### src/rtl/fnd_monitor.sv
// fnd_monitor: passive decoder that rebuilds the scanned 4-digit FND value as BCD and binary
module fnd_monitor #(
   parameter int SETTLE = 4
) (
   input  logic        clk,
   input  logic        reset,
   input  logic [3:0]  fndCom,
   input  logic [7:0]  fndFont,
   output logic [15:0] digits,
   output logic [13:0] value,
   output logic        value_valid,
   output logic        frame_err
);
   localparam logic [1:0] IDLE = 2'd0, COLLECT = 2'd1, EMIT = 2'd2;
   localparam logic [7:0] SET = 8'(SETTLE);
   logic [3:0]  s_com, mask, base_mask, sel, dig;
   logic [6:0]  s_font, font_in;
   logic [7:0]  cnt;
   logic [15:0] wdig;
   logic [1:0]  state;
   logic        err, base_err, same, take, bad;
   // dp is dropped here so it never affects stability or decode
   assign font_in = 7'(fndFont);
   assign same = {fndCom, font_in} == {s_com, s_font};
   assign sel = ~s_com;
   assign take = same && cnt == SET - 8'd2 && $onehot(sel);
   always_comb begin
      state = mask == 4'd0 ? IDLE : &mask ? EMIT : COLLECT;
      base_mask = state == EMIT ? 4'd0 : mask;
      base_err = state == EMIT ? 1'b0 : err;
   end
   always_comb begin
      bad = 1'b0;
      dig = 4'd0;
      case (s_font)
         7'h40: dig = 4'd0;
         7'h79: dig = 4'd1;
         7'h24: dig = 4'd2;
         7'h30: dig = 4'd3;
         7'h19: dig = 4'd4;
         7'h12: dig = 4'd5;
         7'h02: dig = 4'd6;
         7'h78: dig = 4'd7;
         7'h00: dig = 4'd8;
         7'h10: dig = 4'd9;
         default: bad = 1'b1;
      endcase
   end
   always_ff @(posedge clk or negedge reset) begin
      if (!reset) begin
         s_com <= 4'hF;
         s_font <= 7'h7F;
         cnt <= 8'd0;
         mask <= 4'd0;
         err <= 1'b0;
         wdig <= 16'd0;
         digits <= 16'd0;
         value <= 14'd0;
         value_valid <= 1'b0;
         frame_err <= 1'b0;
      end else begin
         s_com <= fndCom;
         s_font <= font_in;
         cnt <= !same ? 8'd0 : cnt == SET ? cnt : cnt + 8'd1;
         value_valid <= state == EMIT;
         if (state == EMIT) begin
            digits <= wdig;
            value <= 14'(wdig[15:12]) * 14'd1000 + 14'(wdig[11:8]) * 14'd100
                   + 14'(wdig[7:4]) * 14'd10 + 14'(wdig[3:0]);
            frame_err <= err;
         end
         // a capture in the EMIT cycle lands in the freshly cleared frame
         mask <= base_mask | (take ? sel : 4'd0);
         err <= base_err | (take & bad);
         for (int i = 0; i < 4; i++)
            if (take && sel[i]) wdig[i*4 +: 4] <= dig;
      end
   end
endmodule

### config.mk
export PLATFORM = sky130hd
export DESIGN_NAME = fnd_monitor
export DESIGN_NICKNAME = d
export VERILOG_FILES = /design/src/rtl/fnd_monitor.sv
export SDC_FILE = /design/constraint.sdc
export NUM_CORES = 1
export LEC_CHECK = 0
export BUFFER_PORTS_ARGS = -buffer_cell sky130_fd_sc_hd__buf_4
export CORE_MARGIN = 2
export CORE_UTILIZATION = 33
export CTS_CLUSTER_DIAMETER = 80
export CTS_CLUSTER_SIZE = 12
export DETAILED_ROUTE_END_ITERATION = 12
export GPL_TIMING_DRIVEN = 0
export MAX_ROUTING_LAYER = met4
export PLACE_DENSITY = 0.6
export REMOVE_ABC_BUFFERS = 1
export SLEW_MARGIN = 10
export SYNTH_ARGS = -nofsm -noshare
export SYNTH_HDL_FRONTEND = slang
export SYNTH_SLANG_ARGS = --single-unit
### constraint.sdc
create_clock -name clk -period 11.7 [get_ports clk]
set_clock_uncertainty 0.2 [all_clocks]
set_input_delay 2.34 -clock clk [delete_from_list [all_inputs] [get_ports clk]]
set_output_delay 2.34 -clock clk [all_outputs]
set_load 0.005 [all_outputs]
==> metrics.md <==
| Metric | Value |
|---|---|
| Outcome | `complete, no violations` |
| WP depth | `18` |
| Die height | `122 um` |
| DR vias/cell | `4.64` |
| GRT overflow | `0` |
| Cells after Synth | `462` |
| Die W | `122 um` |
| Max clock buf depth | `2` |
| RR Startpoint | `wdig[14]` |
| CP max stage cell | `fa_1` |
| Crit start category | `flop` |
| Number of global-route vias before repair | `3250` |
| Pin count of the biggest net entering global routing | `72` |
| Num rows | `43` |
| Root buffer cell | `clkbuf_16` |
| Setup TNS | `0 ps` |
| Floorplan core area | `13800 um2` |
| Post-synth EDFFs | `0` |
| Share of total power in the clock network | `54.0%` |
| PwrDens | `107 nW/um2` |
| Total GRT Usage | `13.3%` |
| Switching part of the total | `20.0%` |
| Combinational Power Share | `2.8%` |
| Ant diodes | `0` |
| CTS tree | `yes` |
| Post-CTS Resized | `0` |
| Reg2Reg Setup Slack | `6590 ps` |
| Global-route wire length before repair | `15200 um` |
| Max-cap violations | `0` |
| VDD IR max | `0.0722 mV` |
| Num CTS Buffers | `9` |
| Area share of the largest cell type after synthesis | `32.6%` |
| Yosys cell types | `51` |
| Synth top cells by count | `nand2_1 (76), dfrtp_1 (60), ha_1 (56)` |
| Seq/Total Area, Yosys | `38.8%` |
| Final hold viol count | `0` |
| Initial antenna violation count | `0` |
| Met3 WL post-DR | `325 um` |
| #FFs+latches synth | `71` |
| Period utilisation layout | `43.7%` |
| CP Class | `flop to flop` |
| Worst setup EP type | `flop` |
| Met2 WL | `4070 um` |
| Internal | `469 uW` |
| Most frequent cell after synthesis | `nand2_1` |
| Hold-fix buffers, CTS | `0` |
| Non-filler instance count after layout | `689` |
| RR Endpoint | `value[13]` |
| Synthesized area per cell | `9.98 um2` |
| Mapped Area | `4610 um2` |
| Worst slew pin tran | `871 ps` |
| Max Used Layer | `met4` |
| Area Growth Syn to Fin | `18.4%` |
| Worst hold-check path type | `flop to flop` |
| Clk slew on worst S/H paths | `60 ps` |
| DRT iter0 DRCs | `121` |
| Hold WS | `268 ps` |
| GP Congestion | `0.824` |
| Max FO, Critical Path | `6` |
| WP buf/inv | `3` |
| Initial core utilization | `33.5%` |
| Drt first pass iters | `4` |
| Top cells by area, synth | `dfrtp_1 (33%), ha_1 (15%), fa_1 (7.8%), dfstp_2 (6.3%), nand2_1 (6.2%)` |
| Final Util | `39.6%` |
| Residual DRC count | `0` |
| WL/cell | `12.4 um` |
| HPWL after DPL | `6650 um` |
| Vias | `3196` |
| R2R depth | `18` |
| Flop pwr share | `43.1%` |
| I/O Pins | `46` |
| WL met1 | `4050 um` |
| Tmin final | `5110 ps` |
| PortBufs | `44` |
| Sw power | `118 uW` |
| Final setup viols | `0` |
| Placed instance area | `5110 um2` |
| Top delay family on crit path | `adder cells` |
| DRT Wirelength | `8570 um` |
| H-tree depth | `3` |
| RSZ-0062 raised after global routing | `no` |
| Total Nets Final | `593` |
| # Post-CTS Setup Buffers | `0` |
| Cells along the critical path | `fa_1, inv_1, fa_1, inv_1, ha_1, inv_1, o21bai_1, a21oi_1, xor2_1, ha_1, ha_1, ha_1, a21o_1, a21oi_1, o21bai_1, a2111oi_0, xnor2_1, o21ai_0` |
| Static Leak | `2.82 nW` |
| Largest area contributor in the netlist | `dfrtp_1` |
| CP endpoint | `value[13]` |
| Crit path required time | `11720 ps` |
| Dpl cells | `674` |
| Crit path largest cell delay | `610 ps` |
| Relative slew margins | `42.0%` |
| Fmax | `196 MHz` |
| Worst Path Arrival | `5130 ps` |
| Fillcell total | `1366` |
| Hold wc startpoint | `wdig[0]` |
| Crit path from | `wdig[14]` |
| Async SR Flop Fraction | `100%` |
| Share of layout cells above drive strength 1 | `15.7%` |
| Slew Viols, Final | `0` |
| Design Area, Final | `5460 um2` |
| # clock sinks | `71` |
| Worst-Skew Late Latency | `340 ps` |
| Top_reg_cell synth | `dfrtp_1` |
| CP dominant cell by count | `ha_1` |
| Post-route ant nets | `0` |
| Die footprint | `14900 um2` |
| Yosys warns | `0` |
[power groups by stage]
stage	Clock, mW	Sequential [mW]	Combinational [mW]
CTS	0.327	0.253	0.0175
global route	0.337	0.253	0.0200
floorplan	0	0.256	0.00705
detailed placement	0	0.257	0.0174
global placement	0	0.257	0.0168
finish	0.317	0.253	0.0167
[registers in the layout, summed over array words and instances, names as in the netlist]
register,flops
frame_err,1
err,1
s_font,7
s_com,4
digits,16
value_valid,1
mask,4
wdig,16
value,13
cnt,8
[layout make-up]
cell class | instances | area (um2) | share of cell area (%)
Sequential cell | 71 | 1790 | 32.8
Tap cell | 180 | 225 | 4.13
Clock inverter | 5 | 106 | 1.95
Multi-Input combinational cell | 324 | 2550 | 46.6
Timing Repair Buffer | 46 | 353 | 6.46
Inverter | 53 | 199 | 3.64
Clock buffer | 10 | 239 | 4.38
[kinds of logic after synthesis]
group                      after synthesis  share of synthesized area (%)
AOI/OAI and AO/OA                       64                           8.52
xor gates and xnor gates                33                           6.27
adders and majority gates               74                           23.0
buffers and inverters                   67                           5.97
DFF                                     71                           38.8
muxes                                   13                           3.17
and+or+nand+nor                        140                           14.2
[worst min path at each step]
stage | endpoint | depth (start not counted) | slack, ps
finish | digits[0] | 2 | 270
global route | digits[0] | 2 | 300
CTS | frame_err | 2 | 270
detailed placement | frame_err | 2 | 260
global placement | frame_err | 2 | 260
floorplan | digits[0] | 2 | 230
[placed cells by master, fill, tap and decap left out, types with 2 or more instances in the layout]
master     netlist  final
nand2_1         76     76
dfrtp_1         60     60
ha_1            56     56
inv_1           53     53
buf_4            1     44
xor2_1          21     21
o21ai_0         20     20
nor2_1          19     19
fa_1            18     18
a21oi_1         15     15
xnor2_1         12     12
dfstp_2         11     11
mux2_1          10     10
nand3_1          9      9
clkbuf_16        0      9
a21o_1           8      8
nor2b_1          4      4
a31oi_1          4      4
nor3_1           4      4
nand2b_1         4      4
and3_1           4      4
o21bai_1         3      3
nor4_1           3      3
or4_1            3      3
mux2_2           3      3
bufinv_16        0      3
or2_0            2      2
a211oi_1         2      2
o31ai_1          2      2
o21a_1           2      2
a221oi_1         2      2
buf_6            2      2
[routing by layer]
layer	up-vias	GRT usage, %
li1	1612	-
met5	-	-
met3	12	3.86
met1	1523	16.4
met2	49	20.9
met4	0	4.53
[worst register-to-register path, delay by kind of cell (launching register included)]
| kind | cells | cell delay [ps] |
|---|---|---|
| flip-flops | 1 | 470 |
| XOR/XNOR | 2 | 350 |
| AO/OA/AOI/OAI | 7 | 1350 |
| adder cells (fa/ha/maj) | 6 | 2370 |
| buffers and inverters | 3 | 240 |
[through the flow]
| step | setup WS (ps) | power, mW |
|---|---|---|
| finish | 6590 | 0.587 |
| global route | 6230 | 0.611 |
| CTS | 6550 | 0.597 |
| detailed placement | 6600 | 0.275 |
| global placement | 6570 | 0.274 |
| floorplan | 6890 | 0.263 |
Note: power is estimated with default switching activity, not from simulation.
